--- src/rtl/reg_write_sequencer_pkg.sv ---
`default_nettype none
// ============================================================================
// Module   : reg_write_sequencer_pkg
// Brief    : Opcodes, FSM encoding, APU register indices and mute table
//            shared by the song sequencer.
// Revision : 1.0
// ============================================================================
package reg_write_sequencer_pkg;

  typedef enum logic [1:0] {
    OP_WRITE = 2'b00,
    OP_WAIT  = 2'b01,
    OP_JUMP  = 2'b10,
    OP_END   = 2'b11
  } opcode_e;

  localparam int STATE_W = 3;
  typedef logic [STATE_W-1:0] state_t;

  localparam state_t ST_IDLE  = 3'd0;
  localparam state_t ST_FETCH = 3'd1;
  localparam state_t ST_EXEC  = 3'd2;
  localparam state_t ST_WAIT  = 3'd3;
  localparam state_t ST_MUTE  = 3'd4;

  localparam logic [3:0] REG_4000 = 4'h0;
  localparam logic [3:0] REG_4001 = 4'h1;
  localparam logic [3:0] REG_4002 = 4'h2;
  localparam logic [3:0] REG_4003 = 4'h3;
  localparam logic [3:0] REG_4004 = 4'h4;
  localparam logic [3:0] REG_4005 = 4'h5;
  localparam logic [3:0] REG_4006 = 4'h6;
  localparam logic [3:0] REG_4007 = 4'h7;
  localparam logic [3:0] REG_4008 = 4'h8;
  localparam logic [3:0] REG_4009 = 4'h9;
  localparam logic [3:0] REG_400A = 4'hA;
  localparam logic [3:0] REG_400B = 4'hB;
  localparam logic [3:0] REG_400C = 4'hC;
  localparam logic [3:0] REG_400D = 4'hD;
  localparam logic [3:0] REG_400E = 4'hE;
  localparam logic [3:0] REG_400F = 4'hF;

  typedef struct packed {
    logic [3:0] addr;
    logic [7:0] data;
  } reg_wr_t;

  localparam int MUTE_LEN = 4;

  // Silences both pulse channels, the triangle linear counter and noise.
  function automatic reg_wr_t mute_entry(input logic [1:0] idx);
    case (idx)
      2'd0:    mute_entry = '{addr: REG_4000, data: 8'h30};
      2'd1:    mute_entry = '{addr: REG_4004, data: 8'h30};
      2'd2:    mute_entry = '{addr: REG_4008, data: 8'h00};
      default: mute_entry = '{addr: REG_400C, data: 8'h30};
    endcase
  endfunction

endpackage
`default_nettype wire

--- src/rtl/reg_write_sequencer_if.sv ---
`default_nettype none
// ============================================================================
// Module   : reg_write_sequencer_if
// Brief    : UART write request, program ROM port and register write port
//            of the song sequencer. master = sequencer side.
// Revision : 1.0
// ============================================================================
interface reg_write_sequencer_if #(
  parameter int ADDR_W = 8
);
  logic              uart_valid;
  logic [3:0]        uart_addr;
  logic [7:0]        uart_data;
  logic [ADDR_W-1:0] rom_addr;
  logic [15:0]       rom_data;
  logic              wr_en;
  logic [3:0]        wr_addr;
  logic [7:0]        wr_data;

  modport master (
    input  uart_valid, uart_addr, uart_data, rom_data,
    output rom_addr, wr_en, wr_addr, wr_data
  );

  modport slave (
    output uart_valid, uart_addr, uart_data, rom_data,
    input  rom_addr, wr_en, wr_addr, wr_data
  );
endinterface
`default_nettype wire

--- src/rtl/reg_write_sequencer.sv ---
`default_nettype none
// ============================================================================
// Module   : reg_write_sequencer
// Brief    : Autonomous song player; fetches ROM commands and arbitrates the
//            APU register write port with the UART path (UART wins).
//            Option macro SEQ_MUTE_EN: mute writes on END/stop/runaway.
// Revision : 1.0
// ============================================================================
module reg_write_sequencer
  import reg_write_sequencer_pkg::*;
#(
  parameter int ADDR_W  = 8,
  parameter int MAX_OPS = 64
) (
  input  logic                  clk,
  input  logic                  reset,
  input  logic                  tick,
  input  logic                  start,
  input  logic                  stop,
  reg_write_sequencer_if.master bus,
  output logic                  playing,
  output logic                  error
);

  localparam int               OPS_W    = $clog2(MAX_OPS + 1);
  localparam logic [OPS_W-1:0] OPS_LAST = OPS_W'(MAX_OPS - 1);
`ifdef SEQ_MUTE_EN
  localparam state_t ST_STOP = ST_MUTE;
`else
  localparam state_t ST_STOP = ST_IDLE;
`endif

  state_t            r_state;
  state_t            w_state_nxt;
  logic [ADDR_W-1:0] r_pc;
  logic [7:0]        r_wait_cnt;
  logic [OPS_W-1:0]  r_op_cnt;
  logic              r_error;
  logic              r_wr_en;
  logic [3:0]        r_wr_addr;
  logic [7:0]        r_wr_data;

  logic              w_wr_req;
  logic [3:0]        w_wr_addr;
  logic [7:0]        w_wr_data;

  opcode_e           w_op;
  logic [3:0]        w_cmd_addr;
  logic [7:0]        w_cmd_data;
  logic [ADDR_W-1:0] w_jump_pc;
  logic              w_in_mute;
  logic              w_halt;
  logic              w_restart;
  logic              w_blocked;
  logic              w_runaway;
  logic              w_done;
  logic              w_unused;

  assign w_op       = opcode_e'(bus.rom_data[15:14]);
  assign w_cmd_addr = bus.rom_data[11:8];
  assign w_cmd_data = bus.rom_data[7:0];
  assign w_jump_pc  = bus.rom_data[ADDR_W-1:0];
  assign w_unused   = ^bus.rom_data[13:12];

`ifdef SEQ_MUTE_EN
  logic [1:0] r_mute_idx;
  assign w_in_mute = (r_state == ST_MUTE);
`else
  assign w_in_mute = 1'b0;
`endif

  // stop outranks start; both are ignored while the mute sequence drains
  assign w_halt    = stop && (r_state != ST_IDLE) && !w_in_mute;
  assign w_restart = start && !stop && !w_in_mute;
  assign w_blocked = (r_state == ST_EXEC) && (w_op == OP_WRITE) && bus.uart_valid;
  assign w_runaway = !tick && (r_op_cnt == OPS_LAST);
  assign w_done    = (r_state == ST_EXEC) && !w_blocked && !w_halt && !w_restart;

  always_ff @(posedge clk or posedge reset) begin
    if (reset) r_state <= ST_IDLE;
    else       r_state <= w_state_nxt;
  end

  always_comb begin
    w_state_nxt = r_state;
    if (w_halt) begin
      w_state_nxt = ST_STOP;
    end else if (w_restart) begin
      w_state_nxt = ST_FETCH;
    end else begin
      case (r_state)
        ST_IDLE:  w_state_nxt = ST_IDLE;
        ST_FETCH: w_state_nxt = ST_EXEC;
        ST_EXEC: begin
          if (w_done) begin
            if (w_runaway) begin
              w_state_nxt = ST_STOP;
            end else begin
              case (w_op)
                OP_WAIT: w_state_nxt = (w_cmd_data == 8'd0) ? ST_FETCH : ST_WAIT;
                OP_END:  w_state_nxt = ST_STOP;
                default: w_state_nxt = ST_FETCH;
              endcase
            end
          end
        end
        ST_WAIT: begin
          if (tick && (r_wait_cnt <= 8'd1)) w_state_nxt = ST_FETCH;
        end
`ifdef SEQ_MUTE_EN
        ST_MUTE: begin
          if (!bus.uart_valid && (r_mute_idx == 2'(MUTE_LEN - 1))) w_state_nxt = ST_IDLE;
        end
`endif
        default: w_state_nxt = ST_IDLE;
      endcase
    end
  end

  always_comb begin
    playing   = (r_state != ST_IDLE);
    w_wr_req  = 1'b0;
    w_wr_addr = 4'h0;
    w_wr_data = 8'h00;
    if (bus.uart_valid) begin
      w_wr_req  = 1'b1;
      w_wr_addr = bus.uart_addr;
      w_wr_data = bus.uart_data;
    end else if (w_done && !w_runaway && (w_op == OP_WRITE)) begin
      w_wr_req  = 1'b1;
      w_wr_addr = w_cmd_addr;
      w_wr_data = w_cmd_data;
    end
`ifdef SEQ_MUTE_EN
    else if (w_in_mute) begin
      w_wr_req               = 1'b1;
      {w_wr_addr, w_wr_data} = mute_entry(r_mute_idx);
    end
`endif
  end

`ifdef SEQ_MUTE_EN
  always_ff @(posedge clk or posedge reset) begin
    if (reset)               r_mute_idx <= 2'd0;
    else if (!w_in_mute)     r_mute_idx <= 2'd0;
    else if (!bus.uart_valid) r_mute_idx <= r_mute_idx + 2'd1;
  end
`endif

  always_ff @(posedge clk or posedge reset) begin
    if (reset) begin
      r_pc       <= '0;
      r_wait_cnt <= 8'd0;
      r_op_cnt   <= '0;
      r_error    <= 1'b0;
      r_wr_en    <= 1'b0;
      r_wr_addr  <= 4'h0;
      r_wr_data  <= 8'h00;
    end else begin
      r_wr_en   <= w_wr_req;
      r_wr_addr <= w_wr_addr;
      r_wr_data <= w_wr_data;
      if (w_restart) begin
        r_pc       <= '0;
        r_wait_cnt <= 8'd0;
        r_op_cnt   <= '0;
        r_error    <= 1'b0;
      end else begin
        if (w_done && !w_runaway) begin
          case (w_op)
            OP_WRITE: r_pc <= r_pc + 1'b1;
            OP_WAIT: begin
              r_pc       <= r_pc + 1'b1;
              r_wait_cnt <= w_cmd_data;
            end
            OP_JUMP:  r_pc <= w_jump_pc;
            default:  r_pc <= r_pc;
          endcase
        end else if ((r_state == ST_WAIT) && tick && (r_wait_cnt != 8'd0)) begin
          r_wait_cnt <= r_wait_cnt - 8'd1;
        end
        if (tick)        r_op_cnt <= '0;
        else if (w_done) r_op_cnt <= r_op_cnt + 1'b1;
        if (w_done && w_runaway) r_error <= 1'b1;
      end
    end
  end

  assign bus.rom_addr = r_pc;
  assign bus.wr_en    = r_wr_en;
  assign bus.wr_addr  = r_wr_addr;
  assign bus.wr_data  = r_wr_data;
  assign error        = r_error;

endmodule
`default_nettype wire

--- src/flat_wrapper.sv ---
// flat-port wrapper written by rule: the top's interface ports become plain ports
module reg_write_sequencer_flat import reg_write_sequencer_pkg::*;
#(
  parameter int ADDR_W  = 8,
  parameter int MAX_OPS = 64
)
  (clk, reset, tick, start, stop, playing, error, bus_uart_valid, bus_uart_addr, bus_uart_data, bus_rom_data, bus_rom_addr, bus_wr_en, bus_wr_addr, bus_wr_data);
  reg_write_sequencer_if #(.ADDR_W(ADDR_W)) bus_i ();
  input  logic clk;
  input  logic reset;
  input  logic tick;
  input  logic start;
  input  logic stop;
  output logic playing;
  output logic error;
  input wire logic [$bits(bus_i.uart_valid)-1:0] bus_uart_valid;
  input wire logic [$bits(bus_i.uart_addr)-1:0] bus_uart_addr;
  input wire logic [$bits(bus_i.uart_data)-1:0] bus_uart_data;
  input wire logic [$bits(bus_i.rom_data)-1:0] bus_rom_data;
  output wire logic [$bits(bus_i.rom_addr)-1:0] bus_rom_addr;
  output wire logic [$bits(bus_i.wr_en)-1:0] bus_wr_en;
  output wire logic [$bits(bus_i.wr_addr)-1:0] bus_wr_addr;
  output wire logic [$bits(bus_i.wr_data)-1:0] bus_wr_data;
  assign bus_i.uart_valid = bus_uart_valid;
  assign bus_i.uart_addr = bus_uart_addr;
  assign bus_i.uart_data = bus_uart_data;
  assign bus_i.rom_data = bus_rom_data;
  assign bus_rom_addr = bus_i.rom_addr;
  assign bus_wr_en = bus_i.wr_en;
  assign bus_wr_addr = bus_i.wr_addr;
  assign bus_wr_data = bus_i.wr_data;
  reg_write_sequencer #(.ADDR_W(ADDR_W), .MAX_OPS(MAX_OPS)) u_core (.clk(clk), .reset(reset), .tick(tick), .start(start), .stop(stop), .bus(bus_i), .playing(playing), .error(error));
endmodule
--- config.mk ---
export PLATFORM = sky130hd
export DESIGN_NAME = reg_write_sequencer_flat
export DESIGN_NICKNAME = d
export VERILOG_FILES = /design/src/rtl/reg_write_sequencer_pkg.sv /design/src/rtl/reg_write_sequencer_if.sv /design/src/rtl/reg_write_sequencer.sv /design/src/flat_wrapper.sv
export SDC_FILE = /design/constraint.sdc
export NUM_CORES = 1
export LEC_CHECK = 0
export ABC_AREA = 1
export BUFFER_PORTS_ARGS = -buffer_cell sky130_fd_sc_hd__clkbuf_2
export CAP_MARGIN = 20
export CORE_MARGIN = 2
export CORE_UTILIZATION = 30
export CTS_CLUSTER_DIAMETER = 50
export CTS_CLUSTER_SIZE = 40
export DETAILED_ROUTE_END_ITERATION = 12
export GPL_TIMING_DRIVEN = 0
export PLACE_DENSITY = 0.61
export SKIP_LAST_GASP = 1
export SYNTH_ARGS = -nofsm -noshare
export SYNTH_HDL_FRONTEND = slang
export SYNTH_SLANG_ARGS = --single-unit
export TNS_END_PERCENT = 30
--- constraint.sdc ---
create_clock -name clk -period 2.8 [get_ports clk]
set_clock_uncertainty 0.1 [all_clocks]
set_input_delay 0.56 -clock clk [delete_from_list [all_inputs] [get_ports clk]]
set_output_delay 0.56 -clock clk [all_outputs]
set_load 0.005 [all_outputs]
==> metrics.txt <==
simple logic cell fraction of the synthesized area 0.3380; Worst EP arrival roughly 1.1 ns; I/O Buffers 54; Post-synth EDFFs 0; max_cap viols 0; WL per Instance 11.63 µm; crit path cell chain nor2_1 > inv_1 > clkbuf_2; largest net degree at the start of global routing 40; layout cells sized above 1 0.2161; period utilization 0.6229; routed wire length approximately 5700 µm; Yosys reg bits 39; sequential share of power 0.421; number of global-route vias before repair about 2100; Pwr Total ~1.8 mW; Post-route DRC 0; Rel. slew slack 0.4508; power share of the combinational group 0.334; number of hold buffers added after cts 0; Net Switching about 650 µW; Distinct cells, synth 27; Layout area overhead 21.51%; # resized after CTS 0; Worst Setup End Kind output port; Async SR Flop Fraction 1.000; outcome completed; fmax between 500 and 600 MHz; Final nets about 420; Vias 2181; first-pass GRT wire length slightly below 10000 µm; critical path fanouts, max 4; adder-cell share of the synthesized area 0.02682; Switching Share 0.3685; gr usage total 0.1400; WHS between 0.3 and 0.4 ns; CTS tree done; CP max stage delay ~0.45 ns; ys flop type dfrtp_1; Rows 32; setup bufs post-CTS 0; slowest CP cell dfrtp_1; Pint ~1.1 mW; post-synthesis sequential area ratio 0.4185; DP HPWL 4381 µm; Synth Area in Compound Gates 0.1030; CP Depth 3; initial antenna violation count 0; Final Hold Fails 0; Setup WS post-layout about 1.1 ns; unrepaired setup endpoints after global routing no; synth warn 0; Syn Inst Count about 320; multiplexer area fraction after synthesis 0; clk_lat worst skew between 0.2 and 0.3 ns; DR vias/cell 4.488; HP Class in -> async; Crit Path Category reg -> out; TNS Setup 0 ns; worst path bufs/invs 2; first-pass detailed-route iteration total 4; # diodes 0; Die X about 92 µm; crit path launch u_core.r_state[1]; pins over their slew limit 0; net count after synthesis between 300 and 400; Clk pwr share 0.244; Pwr Density 620.2 mW/mm²; Die ar. between 0.008 and 0.009 mm²; Avg Cell Area, Syn around 7.2 µm²; xor/xnor share of the synthesized area 0.02253; DIE HEIGHT between 90 and 100 µm; clk sinks 39; worst r2r path cells 9; grt ovf 0; most frequent cells in the layout nand2_1 (99), clkbuf_2 (54), inv_1 (41); CTS buffer count 5; clk root buf clkbuf_8; CP Launch Type flop; H-tree depth 2; leading cell type in the layout, fill and taps excluded nand2_1; synthesized cell area between 0.002 and 0.0025 mm²; Worst-Margin Slew about 0.8 ns; required time worst endpoint 2.14 ns; fillers slightly above 800; I/O pin count 57; Core Util, Final 0.3706; LEAKAGE 1.511 nW; DRT iter0 DRCs 110; Routed Antenna Nets 0; starting density of the core 0.3050; Worst VDD drop 0.0001843 V; Worst path top cell family by delay flip-flops; clock transition at the registers of the reported paths approximately 0.080 ns; core region area roughly 0.0076 mm²; post-place setup slack around 0.94 ns; RR Startpoint u_core.r_op_cnt[0]; CTS Buffer Depth 2; Final min period 1.744 ns; final setup fails 0; largest family of logic cells by synthesized area simple AND/OR/NAND/NOR gates; gpl congestion between 0.7 and 0.8
state kept, by name (all words and copies together) (netlist names):
signal and flops:
u_core.r_state 2, u_core.r_wait_cnt 8, u_core.bus.wr_data 8, u_core.r_op_cnt 7
u_core.bus.wr_addr 4, u_core.error 1, u_core.bus.rom_addr 8, u_core.bus.wr_en 1
through the flow:
step	instances	instance area [µm²]
floorplan	322	2332
global placement	478	2730
detailed placement	478	2730
CTS	486	2834
global route	486	2834
finish	486	2834
path summary, 6_finish.rpt:
| path | to | slack [ns] |
|---|---|---|
| max | playing | 1.06 |
| min | u_core.bus.wr_data[4] | 0.31 |
| max reg2reg | u_core.bus.rom_addr[2] | 1.10 |
| min reg2reg | u_core.error | 0.39 |
| max in group asynchronous | u_core.bus.rom_addr[1] | 1.77 |
| min in group clk | u_core.bus.wr_data[6] | 0.38 |
synthesized netlist by cell type, types with 4 or more instances:
master,n,area (µm²)
nor2_1,29,108.9
xor2_1,6,52.55
nand2_1,99,371.6
nand4_1,4,25.02
a21oi_1,14,70.07
inv_1,42,157.7
o21ai_0,19,95.09
o21ai_1,12,60.06
ha_1,5,62.56
nand3_1,24,120.1
nor2_2,5,31.28
dfrtp_1,39,975.9
routing by layer:
metal  GRT usage  vias to the layer above  share of wire  wire, µm
met5           0                        -              0         0
met3     0.02794                        8          0.040       226
met1      0.1740                      987           0.46      2607
met4     0.04229                        0          0.016        90
li1            -                     1138              -         -
met2      0.2445                       48           0.48      2727
cell families after synthesis:
group	after synthesis
buffers and inverters	52
DFF	39
and+or+nand+nor	173
xor gates and xnor gates	6
AOI/OAI and AO/OA	47
adders and majority gates	5
power groups by stage:
stage	sequential, mW	combinational (mW)	clock [mW]
global route	0.753	0.695	0.473
finish	0.740	0.588	0.430
detailed placement	0.749	0.597	0
floorplan	0.731	0.451	0
CTS	0.739	0.596	0.449
global placement	0.746	0.585	0
area by class of cell:
| class | instances | area (µm²) | area share |
|---|---|---|---|
| sequential | 39 | 975.9 | 0.3444 |
| timing repair buffer | 54 | 270.3 | 0.09536 |
| clock buffer | 7 | 96.34 | 0.03400 |
| buffer | 6 | 40.04 | 0.01413 |
| inverter | 46 | 172.7 | 0.06093 |
| clock inverter | 1 | 7.507 | 0.002649 |
| tap | 102 | 127.6 | 0.04503 |
| multi-input combinational | 231 | 1144 | 0.4035 |
(Power assumes the default switching activity.)
